## src/rtl/dram_port_arbiter.sv

```systemverilog
// dram_port_arbiter: shares the single SDRAM controller port between the
// capture write path, the frame readout path and periodic refresh. Grants
// whole fixed-length bursts and owns the refresh interval timer.
module dram_port_arbiter #(
  parameter int unsigned BURST_LEN        = 640,
  parameter int unsigned REFRESH_INTERVAL = 780,
  parameter int unsigned ROW_W            = 13,
  parameter int unsigned BANK_W           = 2
) (
  input  logic              CLK100MHz,
  input  logic              resetN,
  input  logic              wrReq,
  input  logic [ROW_W-1:0]  wrRow,
  input  logic [BANK_W-1:0] wrBank,
  output logic              wrAck,
  input  logic              rdReq,
  input  logic [ROW_W-1:0]  rdRow,
  input  logic [BANK_W-1:0] rdBank,
  output logic              rdAck,
  output logic              memReq,
  output logic              memWrite,
  output logic [ROW_W-1:0]  memRow,
  output logic [BANK_W-1:0] memBank,
  input  logic              memAck,
  output logic              refreshReq,
  input  logic              refreshDone,
  output logic              busy,
  output logic              refreshOverrun
);

  localparam int unsigned BEAT_W  = (BURST_LEN > 1) ? $clog2(BURST_LEN) : 1;
  localparam int unsigned TIMER_W = (REFRESH_INTERVAL > 1) ? $clog2(REFRESH_INTERVAL) : 1;
  localparam int unsigned PEND_W  = 4;
  localparam logic [PEND_W-1:0] REF_MAX = PEND_W'(8);

  typedef enum logic [2:0] {
    IDLE     = 3'd0,
    REFRESH  = 3'd1,
    WR_REQ   = 3'd2,
    WR_BURST = 3'd3,
    RD_REQ   = 3'd4,
    RD_BURST = 3'd5
  } state_t;

  state_t              state, stateNext;
  logic [BEAT_W-1:0]   beatCnt, beatCntNext;
  logic                lastWasWrite, lastWasWriteNext;
  logic                memReqNext, memWriteNext;
  logic [ROW_W-1:0]    memRowNext;
  logic [BANK_W-1:0]   memBankNext;
  logic                wrAckNext, rdAckNext;
  logic                refreshReqNext, busyNext;

  logic [TIMER_W-1:0]  refTimer;
  logic [PEND_W-1:0]   refPending;
  logic                refWrap, refServed;
  logic                wrArmed, rdArmed;
  logic                wrValid, rdValid;

  assign refWrap   = (refTimer == TIMER_W'(REFRESH_INTERVAL - 1));
  assign refServed = (state == REFRESH) && refreshDone && (refPending != '0);
  assign wrValid   = wrReq && wrArmed;
  assign rdValid   = rdReq && rdArmed;

  // Free-running refresh timer, saturating backlog counter and sticky overrun
  always_ff @(posedge CLK100MHz or negedge resetN) begin
    if (!resetN) begin
      refTimer       <= '0;
      refPending     <= '0;
      refreshOverrun <= 1'b0;
    end else begin
      refTimer <= refWrap ? '0 : refTimer + TIMER_W'(1);
      if (refWrap && !refServed) begin
        if (refPending != REF_MAX) refPending <= refPending + PEND_W'(1);
      end else if (!refWrap && refServed) begin
        refPending <= refPending - PEND_W'(1);
      end
      if (refWrap && (refPending == REF_MAX)) refreshOverrun <= 1'b1;
    end
  end

  // Arm flags: a requester must drop its req once before it can win again
  always_ff @(posedge CLK100MHz or negedge resetN) begin
    if (!resetN) begin
      wrArmed <= 1'b1;
      rdArmed <= 1'b1;
    end else begin
      if (wrAckNext)   wrArmed <= 1'b0;
      else if (!wrReq) wrArmed <= 1'b1;
      if (rdAckNext)   rdArmed <= 1'b0;
      else if (!rdReq) rdArmed <= 1'b1;
    end
  end

  // State and registered outputs
  always_ff @(posedge CLK100MHz or negedge resetN) begin
    if (!resetN) begin
      state        <= IDLE;
      beatCnt      <= '0;
      lastWasWrite <= 1'b0;
      memReq       <= 1'b0;
      memWrite     <= 1'b0;
      memRow       <= '0;
      memBank      <= '0;
      wrAck        <= 1'b0;
      rdAck        <= 1'b0;
      refreshReq   <= 1'b0;
      busy         <= 1'b0;
    end else begin
      state        <= stateNext;
      beatCnt      <= beatCntNext;
      lastWasWrite <= lastWasWriteNext;
      memReq       <= memReqNext;
      memWrite     <= memWriteNext;
      memRow       <= memRowNext;
      memBank      <= memBankNext;
      wrAck        <= wrAckNext;
      rdAck        <= rdAckNext;
      refreshReq   <= refreshReqNext;
      busy         <= busyNext;
    end
  end

  // Next-state and next-output decode; refresh > alternating write/read
  always_comb begin
    stateNext        = state;
    beatCntNext      = beatCnt;
    lastWasWriteNext = lastWasWrite;
    memReqNext       = memReq;
    memWriteNext     = memWrite;
    memRowNext       = memRow;
    memBankNext      = memBank;
    wrAckNext        = 1'b0;
    rdAckNext        = 1'b0;
    refreshReqNext   = refreshReq;

    case (state)
      IDLE: begin
        if (refPending != '0) begin
          stateNext      = REFRESH;
          refreshReqNext = 1'b1;
        end else if ((lastWasWrite && rdValid) || (!wrValid && rdValid)) begin
          stateNext    = RD_REQ;
          memReqNext   = 1'b1;
          memWriteNext = 1'b0;
          memRowNext   = rdRow;
          memBankNext  = rdBank;
        end else if (wrValid) begin
          stateNext    = WR_REQ;
          memReqNext   = 1'b1;
          memWriteNext = 1'b1;
          memRowNext   = wrRow;
          memBankNext  = wrBank;
        end
      end
      REFRESH: begin
        if (refreshDone) begin
          refreshReqNext = 1'b0;
          stateNext      = IDLE;
        end
      end
      WR_REQ: begin
        if (memAck) begin
          memReqNext  = 1'b0;
          wrAckNext   = 1'b1;
          beatCntNext = '0;
          stateNext   = WR_BURST;
        end
      end
      RD_REQ: begin
        if (memAck) begin
          memReqNext  = 1'b0;
          rdAckNext   = 1'b1;
          beatCntNext = '0;
          stateNext   = RD_BURST;
        end
      end
      WR_BURST, RD_BURST: begin
        beatCntNext = beatCnt + BEAT_W'(1);
        if (beatCnt == BEAT_W'(BURST_LEN - 1)) begin
          stateNext        = IDLE;
          lastWasWriteNext = (state == WR_BURST);
        end
      end
      default: begin
        stateNext      = IDLE;
        memReqNext     = 1'b0;
        memWriteNext   = 1'b0;
        refreshReqNext = 1'b0;
      end
    endcase

    busyNext = (stateNext != IDLE);
  end

endmodule

```

## config.mk

```make
export PLATFORM = sky130hd
export DESIGN_NAME = dram_port_arbiter
export DESIGN_NICKNAME = d
export VERILOG_FILES = /design/src/rtl/dram_port_arbiter.sv
export SDC_FILE = /design/constraint.sdc
export NUM_CORES = 1
export LEC_CHECK = 0
export CAP_MARGIN = 10
export CORE_ASPECT_RATIO = 2
export CORE_MARGIN = 3
export CORE_UTILIZATION = 50
export CTS_CLUSTER_DIAMETER = 50
export CTS_CLUSTER_SIZE = 12
export DETAILED_ROUTE_END_ITERATION = 7
export PLACE_DENSITY = 0.8
export SKIP_CTS_REPAIR_TIMING = 1
export SYNTH_ARGS = -nofsm -noshare
export SYNTH_HDL_FRONTEND = slang
export SYNTH_SLANG_ARGS = --single-unit
```

## constraint.sdc

```tcl
create_clock -name CLK100MHz -period 3.3 [get_ports CLK100MHz]
set_input_delay 0.99 -clock CLK100MHz [delete_from_list [all_inputs] [get_ports CLK100MHz]]
set_output_delay 0.99 -clock CLK100MHz [all_outputs]
set_load 0.05 [all_outputs]
```

* After elaboration in Yosys (flattened, before gate mapping)
Index checks and enable logic that the tools add are counted.
** Storage, ports and cells
- Bits in registers :: 52
- Output and inout bits :: 22
- Input port bits :: 36
** Cells by class
- Reductions and logical operators :: 31
- Bitwise gates (word level) :: 4
- Equality and inequality tests :: 17
- Mux-type cells :: 36
- $add $sub $neg :: 4
** Operator list (count)
- $mux 13 :: 2
- $mux 3 :: 7
- $add 10x1->10 const B :: 2
- $eq 10x10->1 const B :: 2
- $mux 10 :: 2
- $pmux 10 s2 :: 1
- $mux 1 :: 15
- $pmux 3 s5 :: 1
- $mux 4 :: 3
- $logic_and 1x1->1 :: 9
- $reduce_and 3->1 :: 3
- $ne 2x1->1 const B :: 4
- $eq 3x2->1 const B :: 2
- $eq 3x3->1 const B :: 2
- $ne 2x2->1 const B :: 3
- $pmux 1 s3 :: 2
- $reduce_and 2->1 :: 3
- $reduce_bool 2->1 :: 3
- $reduce_or 5->1 :: 1
- $add 4x1->4 const B :: 1
- $eq 4x4->1 const B :: 1
- $mux 2 :: 2
- $ne 4x4->1 const B :: 1
- $not 1->1 :: 4
- 13 further kinds :: 16

* Longest topological paths before layout
- Depth in word-level cells :: 8
- Depth in mapped cells :: 11

* Worst setup path after synthesis
OpenSTA, ideal clock, no wires.
- Kind :: reg-to-reg
- From :: reg refTimer[4]
- To :: reg refPending[3]
- Buffers on the path :: 1
- Stages on the path, launching flop included :: 11
- Setup slack :: 0.331 ns
- Arrival :: 2.840 ns
- Period minus slack after synthesis :: 2.969 ns
- Cells stage by stage :: dfrtp_1 > or4_1 > nor4_1 > clkbuf_1 > nand2_1 > ha_1 > a21o_1 > a21oi_1 > nor3b_1 > a31o_2 > a21oi_1
** On the way
- Word-level cells in the longest chain between the ends :: 5
- Elaborated cells on any way between the ends :: 8
** RTL lines
- from (decl) :: line 54 : logic [TIMER_W-1:0] refTimer;
- from (signal assigned) :: line 72 : refTimer <= refWrap ? '0 : refTimer + TIMER_W'(1);
- $eq 10x10->1 (*) :: line 60 : assign refWrap = (refTimer == TIMER_W'(REFRESH_INTERVAL - 1));
- $logic_not 1->1 :: line 75 : end else if (!refWrap && refServed) begin
- $logic_and 1x1->1 :: line 75
- $reduce_bool 2->1 (no source line)
- $reduce_and 2->1 (no source line)
- to (signal assigned) :: line 74 : if (refPending != REF_MAX) refPending <= refPending + PEND_W'(1);
- to (signal assigned) :: line 76 : refPending <= refPending - PEND_W'(1);
- to (decl) :: line 55 : logic [PEND_W-1:0] refPending;
Mark *: on every way between the ends. The rest lies on a longest branch, timed or not.
A chain may end at the register's enable or synchronous reset.

* Worst setup path after layout
Ends and elaborated chain as after synthesis.

==> impl_metrics.ini <==
[detailed_routing]
via_per_inst = 5.43
drt_iter0_drc = 58
first_pass_iters = 4
vias = 1977
route.detailed.drc = 0
avgRoutedWirePerCell_um = 14.9
ant_nets = 0
drt_wl_total_mm = 5.41

[placement]
post-dp-hpwl_mm = 4.27
place_congestion = 0.860
place_ws_ps = 53.5
io_buffers = 57

[layout]
syn_to_final_growth_pct = 29.6
nets = 347
antennaDiodeCount = 0
layout.cells.most_common_list = 56 x clkdlybuf4s50_1, 50 x dfrtp_1, 39 x nor2_1, 22 x a21oi_1, 16 x mux2i_1
layout_commonest_cell = clkdlybuf4s50_1
layout-drive-gt1-share = 0.0847
nFillCells = 401

[floorplan]
io_pins = 58
core_um2 = 4860
die_area_um2 = 5980
die_h_um = 106
rows = 36
initial_core_util = 0.518
chipWidth_um = 56.2

[grt]
grt_overflow = 0
grt_pass1_vias = 2086
antenna_found_initial = 0
grtUsageTotal = 0.198
grt_max_degree = 34
grt_pass1_wl_mm = 9.31

[power_and_ir_drop]
pwr-share-clk = 0.145
p_int_mw = 1.42
p_leak_nw = 1.49
power_frac_comb = 0.485
power_density_nw_per_um2 = 774
p_sw_mw = 1.11
p_sw_frac = 0.438
ir_drop_v = 0.000593
p_seq_frac = 0.370

[timing]
hold_violations = 0
layout_setup_ws_ps = 349
setup_tns_ps = 0
rsz0062_at_grt = no
fmax_mhz = 339
worstMarginPinSlew_ps = 726
setup_viol = 0
finalCriticalPeriod_ps = 2950
fin_crit_sh = 0.894
slew_headroom = 0.516
skew_ps = 7.87
drv_slew = 0

[synth]
synth_area_leaders = dfrtp_1 50%, mux2i_1 6.4%, nor2_1 5.8%, a21oi_1 4.4%, xnor2_1 3.8%
syn_area_per_cell_um2 = 10.3
synth_top_area_frac = 0.497
synthArstFlopShare = 1.00
ys_seq_area_frac = 0.518
syn_nets = 285
synth_edf_count = 0
syn_inst = 244
synthesis.area_um2 = 2520
yosys_warnings = 0
yosys.area.top_type = dfrtp_1
yosys_most_used_dff = dfrtp_1
ys_ff_latch = 52
yosysUniqueCellTypes = 45

[setup_path]
regToRegStartpoint = refTimer[4]
critical_path.endpoint_type = register
critPathKind = register to register
crit_arrival_ps = 3130
reg2reg_slack_ps = 350
crit_path_start_kind = register
startpoint = refTimer[4]
cp_max_fo = 4
worstPathRequired_ps = 3480

[clock_tree]
clk_pin_slew_ps = 90
cts_tree = built
numCtsBuffers = 5
cts_sinks = 52
clock-root-buffer = clkbuf_8
clk_latency_ps = 300
cts_htree_levels = 2
cts_buffer_depth = 2

[run]
drv_cap = 0

[hold_path]
hold_path_startpoint = rdArmed
hp-class = register to register

[run_status]
outcome = completed
-- power by group through the flow --
stage	sequential (mW)	clock (mW)	combinational, mW
after global placement	0.942	0	1.21
after floorplan	1.29	0	0.489
after global routing	0.961	0.402	1.31
final	0.934	0.368	1.22
after detailed placement	0.948	0	1.24
after CTS	0.936	0.382	1.24
-- layout make-up --
class	instances	area, µm²	share of cell area
tap	57	71.3	0.0219
timing repair buffer	64	618	0.189
clock inverter	1	7.51	0.00230
multi-input combinational	176	1150	0.352
sequential	52	1300	0.400
inverter	7	26.3	0.00805
clock buffer	7	86.3	0.0265
-- flip-flops by register name (all words and copies together) (netlist names), 2 cells and up --
register,cells
beatCnt,10
memBank,2
memRow,13
refPending,4
refTimer,10
state,3
-- cell usage after synthesis (all sizes together), types with 3 or more instances --
master / instances
xor2: 9
nand4: 3
nand3: 6
nand2: 15
inv: 7
mux2i: 16
nor3: 5
a21o: 3
nor2: 39
and3: 4
dfrtp: 50
nand2b: 3
clkbuf: 6
xnor2: 11
ha: 4
o21ai: 4
a21oi: 22
buf: 3
-- worst max-delay path, stage by stage (launching register included) --
cell	delay, ps
dfrtp_1	420
or4_1	540
nor4_1	400
buf_4	200
nand2_1	100
ha_1	300
a21o_1	180
a21oi_1	200
nor3b_1	290
a31o_2	150
a21oi_1	60
-- routing by layer --
metal  track usage  part of all wire
met1         0.206              0.36
met2         0.370              0.55
met3        0.0401             0.056
met4        0.0900             0.027
met5             0                 0
-- logic make-up (layout without fill, tap and decap cells) --
kind of cell | after synthesis | count (layout) | synth area share
AOI/OAI and AO/OA | 43 | 43 | 0.109
DFF | 52 | 52 | 0.518
xor gates and xnor gates | 20 | 20 | 0.0695
muxes | 18 | 18 | 0.0725
and+or+nand+nor | 89 | 89 | 0.172
buffers and inverters | 16 | 79 | 0.0273
adders and majority gates | 6 | 6 | 0.0318
-- per-stage QoR --
step,util,cells,power (mW),cell area (µm²),hold slack [ps]
after floorplan,-,244,1.78,2520,441
after global placement,0.651,356,2.15,3170,448
after detailed placement,0.651,356,2.19,3170,460
after CTS,0.671,364,2.56,3260,474
after global routing,0.671,364,2.68,3260,491
final,0.671,364,2.53,3260,469
-- final timing paths --
| check | depth (start not counted) | to |
|---|---|---|
| max | 10 | refPending[3] |
| max reg2reg | 10 | refPending[3] |
| min | 2 | rdArmed |
| min in group asynchronous | 1 | memRow[11] |
| max in group asynchronous | 2 | rdArmed |
| min reg2reg | 2 | rdArmed |
Power figures use the tool's default switching activity.
